File: config.mk
export PLATFORM = sky130hd
export DESIGN_NAME = range_stats_tracker_flat
export DESIGN_NICKNAME = d
export VERILOG_FILES = /design/src/rtl/range_stats_tracker_if.sv /design/src/rtl/range_stats_tracker.sv /design/src/flat_wrapper.sv
export SDC_FILE = /design/constraint.sdc
export NUM_CORES = 1
export LEC_CHECK = 0
export CAP_MARGIN = 20
export CORE_AREA = 2 2 81 83
export CTS_CLUSTER_SIZE = 14
export DETAILED_ROUTE_END_ITERATION = 8
export DIE_AREA = 0 0 83 85
export DONT_BUFFER_PORTS = 1
export MAX_ROUTING_LAYER = met4
export SETUP_SLACK_MARGIN = 0.4
export SYNTH_ARGS = -nofsm -noshare
export SYNTH_HDL_FRONTEND = slang
export SYNTH_SLANG_ARGS = --single-unit
File: constraint.sdc
create_clock -name clock -period 3.7 [get_ports clock]
set_input_delay 0.74 -clock clock [delete_from_list [all_inputs] [get_ports clock]]
set_output_delay 0.74 -clock clock [all_outputs]
set_load 0.02 [all_outputs]
File: src/rtl/range_stats_tracker_if.sv
// Sample/control/result bundle for range_stats_tracker.
// The bench or upstream logic drives through master; the tracker sits on slave.
interface range_stats_tracker_if #(
  parameter int unsigned WIDTH     = 8,
  parameter int unsigned CNT_WIDTH = 8
);
  logic [WIDTH-1:0]     data_in;
  logic                 valid_in;
  logic                 go;
  logic                 finish;
  logic [1:0]           mode;
  logic [WIDTH-1:0]     result;
  logic [CNT_WIDTH-1:0] count_out;
  logic                 result_valid;
  logic                 busy;
  logic                 overflow;
  logic                 error;

  modport master (
    output data_in, valid_in, go, finish, mode,
    input  result, count_out, result_valid, busy, overflow, error
  );

  modport slave (
    input  data_in, valid_in, go, finish, mode,
    output result, count_out, result_valid, busy, overflow, error
  );
endinterface

File: src/rtl/range_stats_tracker.sv
// Framed min/max/count tracker with a mode-selected registered result.
// Frames open on a go rising edge and close on finish; protocol faults park in ERROR.
module range_stats_tracker #(
  parameter int unsigned WIDTH     = 8,
  parameter int unsigned CNT_WIDTH = 8,
  parameter int unsigned SIGNED    = 0
) (
  input logic                  clock,
  input logic                  reset,
  range_stats_tracker_if.slave bus
);

  typedef enum logic [1:0] {
    IDLE  = 2'd0,
    CHECK = 2'd1,
    DONE  = 2'd2,
    ERROR = 2'd3
  } state_t;

  localparam logic [WIDTH-1:0]     ALL_ONES = {WIDTH{1'b1}};
  localparam logic [WIDTH-1:0]     MSB_ONLY = {1'b1, {(WIDTH-1){1'b0}}};
  localparam logic [WIDTH-1:0]     MIN_INIT = (SIGNED != 0) ? (ALL_ONES ^ MSB_ONLY) : ALL_ONES;
  localparam logic [WIDTH-1:0]     MAX_INIT = (SIGNED != 0) ? MSB_ONLY : {WIDTH{1'b0}};
  localparam logic [CNT_WIDTH-1:0] CNT_MAX  = {CNT_WIDTH{1'b1}};

  state_t               state_q, state_d;
  logic                 go_prev_q;
  logic [WIDTH-1:0]     min_q, min_d;
  logic [WIDTH-1:0]     max_q, max_d;
  logic [CNT_WIDTH-1:0] count_q, count_d;
  logic                 overflow_q, overflow_d;
  logic [1:0]           mode_q, mode_d;
  logic                 pending_q, pending_d;
  logic [WIDTH-1:0]     result_q, result_d;
  logic [CNT_WIDTH-1:0] count_out_q, count_out_d;
  logic                 result_valid_q, result_valid_d;
  logic                 go_pos;
  logic [WIDTH:0]       diff;
  logic [WIDTH-1:0]     range_val;
  logic [WIDTH-1:0]     sel_val;

  function automatic logic less(input logic [WIDTH-1:0] a, input logic [WIDTH-1:0] b);
    if (SIGNED != 0) less = $signed(a) < $signed(b);
    else             less = a < b;
  endfunction

  assign go_pos = bus.go & ~go_prev_q;

  // Statistic selection from the committed min/max of the finished frame.
  always_comb begin
    if (SIGNED != 0) diff = {max_q[WIDTH-1], max_q} - {min_q[WIDTH-1], min_q};
    else             diff = {1'b0, max_q} - {1'b0, min_q};
    range_val = diff[WIDTH] ? ALL_ONES : diff[WIDTH-1:0];
    case (mode_q)
      2'b01:   sel_val = min_q;
      2'b10:   sel_val = max_q;
      default: sel_val = range_val;
    endcase
  end

  // Next-state and datapath updates.
  always_comb begin
    state_d        = state_q;
    min_d          = min_q;
    max_d          = max_q;
    count_d        = count_q;
    overflow_d     = overflow_q;
    mode_d         = mode_q;
    pending_d      = 1'b0;
    result_d       = result_q;
    count_out_d    = count_out_q;
    result_valid_d = 1'b0;

    // Result commits one edge after the accepting finish edge.
    if (pending_q) begin
      result_d       = sel_val;
      count_out_d    = count_q;
      result_valid_d = 1'b1;
    end

    case (state_q)
      IDLE, DONE, ERROR: begin
        if (bus.finish && state_q != ERROR) begin
          state_d = ERROR;
        end else if (go_pos) begin
          state_d    = CHECK;
          overflow_d = 1'b0;
          count_d    = CNT_WIDTH'(bus.valid_in);
          min_d      = bus.valid_in ? bus.data_in : MIN_INIT;
          max_d      = bus.valid_in ? bus.data_in : MAX_INIT;
        end
      end
      CHECK: begin
        if (go_pos) begin
          state_d = ERROR;
        end else begin
          if (bus.valid_in) begin
            if (less(bus.data_in, min_q)) min_d = bus.data_in;
            if (less(max_q, bus.data_in)) max_d = bus.data_in;
            if (count_q == CNT_MAX) overflow_d = 1'b1;
            else                    count_d    = count_q + CNT_WIDTH'(1);
          end
          if (bus.finish) begin
            if (count_q == '0 && !bus.valid_in) begin
              state_d = ERROR;
            end else begin
              state_d   = DONE;
              pending_d = 1'b1;
              mode_d    = bus.mode;
            end
          end
        end
      end
      default: state_d = IDLE;
    endcase
  end

  always_ff @(posedge clock or posedge reset) begin
    if (reset) begin
      state_q        <= IDLE;
      go_prev_q      <= 1'b0;
      min_q          <= MIN_INIT;
      max_q          <= MAX_INIT;
      count_q        <= '0;
      overflow_q     <= 1'b0;
      mode_q         <= 2'b00;
      pending_q      <= 1'b0;
      result_q       <= '0;
      count_out_q    <= '0;
      result_valid_q <= 1'b0;
    end else begin
      state_q        <= state_d;
      go_prev_q      <= bus.go;
      min_q          <= min_d;
      max_q          <= max_d;
      count_q        <= count_d;
      overflow_q     <= overflow_d;
      mode_q         <= mode_d;
      pending_q      <= pending_d;
      result_q       <= result_d;
      count_out_q    <= count_out_d;
      result_valid_q <= result_valid_d;
    end
  end

  assign bus.result       = result_q;
  assign bus.count_out    = count_out_q;
  assign bus.result_valid = result_valid_q;
  assign bus.busy         = (state_q == CHECK);
  assign bus.overflow     = overflow_q;
  assign bus.error        = (state_q == ERROR);

endmodule

File: src/flat_wrapper.sv
// flat-port wrapper written by rule: the top's interface ports become plain ports
module range_stats_tracker_flat 
#(
  parameter int unsigned WIDTH     = 8,
  parameter int unsigned CNT_WIDTH = 8,
  parameter int unsigned SIGNED    = 0
)
  (clock, reset, bus_data_in, bus_valid_in, bus_go, bus_finish, bus_mode, bus_result, bus_count_out, bus_result_valid, bus_busy, bus_overflow, bus_error);
  range_stats_tracker_if #(.WIDTH(WIDTH), .CNT_WIDTH(CNT_WIDTH)) bus_i ();
  input logic clock;
  input logic reset;
  input wire logic [$bits(bus_i.data_in)-1:0] bus_data_in;
  input wire logic [$bits(bus_i.valid_in)-1:0] bus_valid_in;
  input wire logic [$bits(bus_i.go)-1:0] bus_go;
  input wire logic [$bits(bus_i.finish)-1:0] bus_finish;
  input wire logic [$bits(bus_i.mode)-1:0] bus_mode;
  output wire logic [$bits(bus_i.result)-1:0] bus_result;
  output wire logic [$bits(bus_i.count_out)-1:0] bus_count_out;
  output wire logic [$bits(bus_i.result_valid)-1:0] bus_result_valid;
  output wire logic [$bits(bus_i.busy)-1:0] bus_busy;
  output wire logic [$bits(bus_i.overflow)-1:0] bus_overflow;
  output wire logic [$bits(bus_i.error)-1:0] bus_error;
  assign bus_i.data_in = bus_data_in;
  assign bus_i.valid_in = bus_valid_in;
  assign bus_i.go = bus_go;
  assign bus_i.finish = bus_finish;
  assign bus_i.mode = bus_mode;
  assign bus_result = bus_i.result;
  assign bus_count_out = bus_i.count_out;
  assign bus_result_valid = bus_i.result_valid;
  assign bus_busy = bus_i.busy;
  assign bus_overflow = bus_i.overflow;
  assign bus_error = bus_i.error;
  range_stats_tracker #(.WIDTH(WIDTH), .CNT_WIDTH(CNT_WIDTH), .SIGNED(SIGNED)) u_core (.clock(clock), .reset(reset), .bus(bus_i));
endmodule
==> summary.log <==
[run_status] status finished clean
[critical_path] class of the most critical setup path reg -> reg
[critical_path] startpoint class of the critical path register
[hold_path] type of the most critical hold path in -> async
[global_route] number of global-route vias before repair 2183
[detailed_routing] via density per instance 5.70
[detailed_routing] count of antenna-violating nets left after detailed routing 0
[power_and_ir_drop] power density over cell area 607 mW/mm^2
[critical_path] worst reg2reg path depth 8
[timing] Max-slew headroom 41.3%
[clock_tree] clk slew on worst S/H paths 0.09 ns
[synthesis] total of warnings raised by yosys 0
[run] max-cap check violation count 0
[synthesis] FFs w/ async S/R, synth 100%
[synthesis] Yosys top cell by area sky130_fd_sc_hd__dfrtp_1
[final_layout] final net count 341
[placed_design] number of buffers inserted by port buffering 0
[final_layout] post-layout util 50.9%
[timing] Final Max Tran Viols 0
[timing] Post-Route Setup TNS 0 ns
[floorplanning] number of top-level pins 35
[synthesis] number of library cell types mapped by synthesis 55
[floorplanning] area enclosed by the die boundary 0.00706 mm^2
[synthesis] number of synthesized flops with an enable pin 0
[synthesis] number of synthesized register bits 48
[critical_path] CP bufs+invs 1
[placed_design] total half-perimeter wirelength after legalization and detailed placement 4.66 mm
[critical_path] critical path endpoint category register
[timing] maximum frequency from static timing analysis 437 MHz
[power_and_ir_drop] maximum resistive drop on vdd 0.311 mV
[final_layout] Area Overhead vs Synth 4.60%
[detailed_routing] length of the first detailed-routing pass in iterations 4
[timing] crit path time final 2.29 ns
[synthesis] Main synth FF type sky130_fd_sc_hd__dfrtp_1
[critical_path] delay of the slowest cell on the worst path 0.42 ns
[timing] unrepaired setup endpoints after global routing false
[detailed_routing] via count of the routed design 2150
[clock_tree] number of buffers created by CTS 5
[global_route] antenna violations before repair 0
[synthesis] average size of a mapped cell 9.97 um^2
[detailed_routing] DRC marker count from the first detailed-route iteration 97
[detailed_routing] final routed wire length divided by cell count 16.4 um
[detailed_routing] DRC viols 0
[floorplanning] Initial Utilization 48.7%
[clock_tree] hold-fix buffers at CTS 0
[critical_path] cell class contributing the biggest share of worst-path delay adder cells
[clock_tree] maximum clock path buffer count 2
[placed_design] placer's final routability congestion estimate 0.820
[critical_path] CP Max Fanout 8
[synthesis] Mapped Area 0.00302 mm^2
[critical_path] cell depth of the worst setup path 8
[synthesis] Post-Syn Instances 303
[synthesis] most used standard cell by instance count after synthesis sky130_fd_sc_hd__dfrtp_1
[critical_path] worst endpoint data arrival time 2.44 ns
[synthesis] top cells by instance count after synthesis 40 x sky130_fd_sc_hd__dfrtp_1, 34 x sky130_fd_sc_hd__inv_1, 26 x sky130_fd_sc_hd__ha_1, 16 x sky130_fd_sc_hd__a21oi_1
[global_route] total global routing track utilization 19.5%
[synthesis] share of the yosys chip area belonging to registers 40.1%
[timing] clock skew 0.00957 ns
[clock_tree] clock insertion delay at the later pin of the skew report 0.30 ns
[clock_tree] number of levels the H-tree was split into 2
[clock_tree] setup fix buffers added after clock tree synthesis 0
[global_route] maximum number of pins on one net before global-route repair 49
[floorplanning] area of the core 0.00620 mm^2
[synthesis] portion of synthesized cell area occupied by the leading cell type 33.1%
[timing] transition time at the pin with the least slew margin 0.880 ns
[critical_path] data required time at the worst endpoint 3.85 ns
[global_route] overflow left after global routing 0
[power_and_ir_drop] Lkg Pwr 0.00147 uW
[critical_path] critical path's slowest cell sky130_fd_sc_hd__fa_1
[clock_tree] buffer type at the clock tree root sky130_fd_sc_hd__clkbuf_8
[timing] Tcrit/Tclk final 61.9%
[synthesis] top cells by area in the synthesized netlist sky130_fd_sc_hd__dfrtp_1 33%, sky130_fd_sc_hd__ha_1 11%, sky130_fd_sc_hd__dfstp_2 7.0%
[detailed_routing] sum of routed wire length over all layers 6.19 mm
[floorplanning] vertical die dimension 85 um
[final_layout] proportion of layout cells with a drive suffix above 1 10.7%
[floorplanning] x dimension of the die 83 um
[critical_path] library cell appearing most often on the critical path sky130_fd_sc_hd__a21oi_1
[floorplanning] row cnt 29
[clock_tree] CTS tree built
[timing] total count of hold-check failures in the final report 0
[timing] number of failing setup endpoints in the final timing report 0
[final_layout] ant diodes 0
[critical_path] cells along the critical path inv_1, ha_1, fa_1, nand2b_1, a21oi_1, a21oi_1, nor4_1, o22ai_1
[clock_tree] number of sinks on the clock net 48
[synthesis] total nets after synthesis 345
[global_route] wire length of the first global-routing pass 10.7 mm
[clock_tree] number of gates resized after CTS 0
## cells in the final DEF (no fill, tap or decap), types with 4 or more instances in the layout
master / n
sky130_fd_sc_hd__a21oi_1: 16
sky130_fd_sc_hd__mux2_2: 10
sky130_fd_sc_hd__a221o_1: 6
sky130_fd_sc_hd__ha_1: 26
sky130_fd_sc_hd__dfstp_2: 8
sky130_fd_sc_hd__nand3_1: 5
sky130_fd_sc_hd__o31ai_1: 4
sky130_fd_sc_hd__nand2b_1: 9
sky130_fd_sc_hd__dfrtp_1: 40
sky130_fd_sc_hd__o211ai_1: 5
sky130_fd_sc_hd__nand2_1: 14
sky130_fd_sc_hd__o21a_1: 5
sky130_fd_sc_hd__clkbuf_8: 5
sky130_fd_sc_hd__o21ai_0: 11
sky130_fd_sc_hd__nor4_1: 4
sky130_fd_sc_hd__nor2b_1: 13
sky130_fd_sc_hd__nor2_1: 14
sky130_fd_sc_hd__inv_1: 33
sky130_fd_sc_hd__a22o_1: 9
sky130_fd_sc_hd__mux2i_1: 10
## cell families (layout without fill, tap and decap cells)
logic type               Yosys count  in the layout  share of synthesized area (%)
multiplexers                      22             22                           7.91
XOR/XNOR                           4              4                           1.16
AO/OA/AOI/OAI                     77             77                           18.4
buffers and inverters             47             44                           6.55
adder cells (fa/ha/maj)           27             27                           11.4
AND/OR/NAND/NOR                   78             78                           14.5
flip-flops                        48             48                           40.1
## final timing paths
kind | slack, ns | endpoint | from
max | 1.41 | u_core.bus.result[6]$_DFFE_PP0P_ | u_core.max_q[0]$_DFFE_PP0P_
min | 0.22 | u_core.bus.result[0]$_DFFE_PP0P_ | reset
max reg2reg | 1.41 | u_core.bus.result[6]$_DFFE_PP0P_ | u_core.max_q[0]$_DFFE_PP0P_
min reg2reg | 0.54 | u_core.min_q[2]$_DFFE_PP1P_ | u_core.min_q[2]$_DFFE_PP1P_
max in group asynchronous | 2.96 | u_core.min_q[4]$_DFFE_PP1P_ | reset
min in group clock | 0.46 | u_core.go_prev_q$_DFF_PP0_ | bus_go
## registers in the layout, indices dropped and copies added, names as in the netlist
| name | count |
|---|---|
| u_core.bus.count_out | 8 |
| u_core.bus.overflow | 1 |
| u_core.bus.result | 8 |
| u_core.bus.result_valid | 1 |
| u_core.count_q | 8 |
| u_core.go_prev_q | 1 |
| u_core.max_q | 8 |
| u_core.min_q | 8 |
| u_core.mode_q | 2 |
| u_core.pending_q | 1 |
| u_core.state_q | 2 |
## cell type report
type                       count  area (um^2)
fill                         571         3050
tap                           77         96.3
clock buffer                   7         76.3
timing repair buffer           2         27.5
clock inverter                 1         8.76
multi-input combinational    208         1610
inverter                      34          128
sequential                    48         1210
## layer usage
metal / share of wire [%] / up-vias / GRT usage (%)
li1: - / 1083 / -
met1: 44 / 1032 / 22.8
met2: 51 / 27 / 34.0
met3: 3.0 / 8 / 3.40
met4: 1.5 / 0 / 6.56
met5: 0 / - / -
## per-stage QoR
stage	setup slack [ns]	power, uW	hold WS (ns)	instance area, um^2	instances
after floorplan	1.50	1450	0.352	3020	303
after global placement	1.39	1610	0.538	3050	368
after detailed placement	1.34	1630	0.532	3050	368
after CTS	1.39	1940	0.446	3140	376
after global routing	1.21	2090	0.214	3160	377
final	1.41	1920	0.215	3160	377
## power by group
| group | total (uW) | switching [uW] | leakage (uW) | internal [uW] |
|---|---|---|---|---|
| clock | 315 | 179 | 0.0000424 | 135 |
| combinational | 730 | 389 | 0.000830 | 341 |
| sequential | 872 | 199 | 0.000602 | 673 |
| total | 1920 | 768 | 0.00147 | 1150 |
No activity file was read; power rests on OpenSTA's default activity.
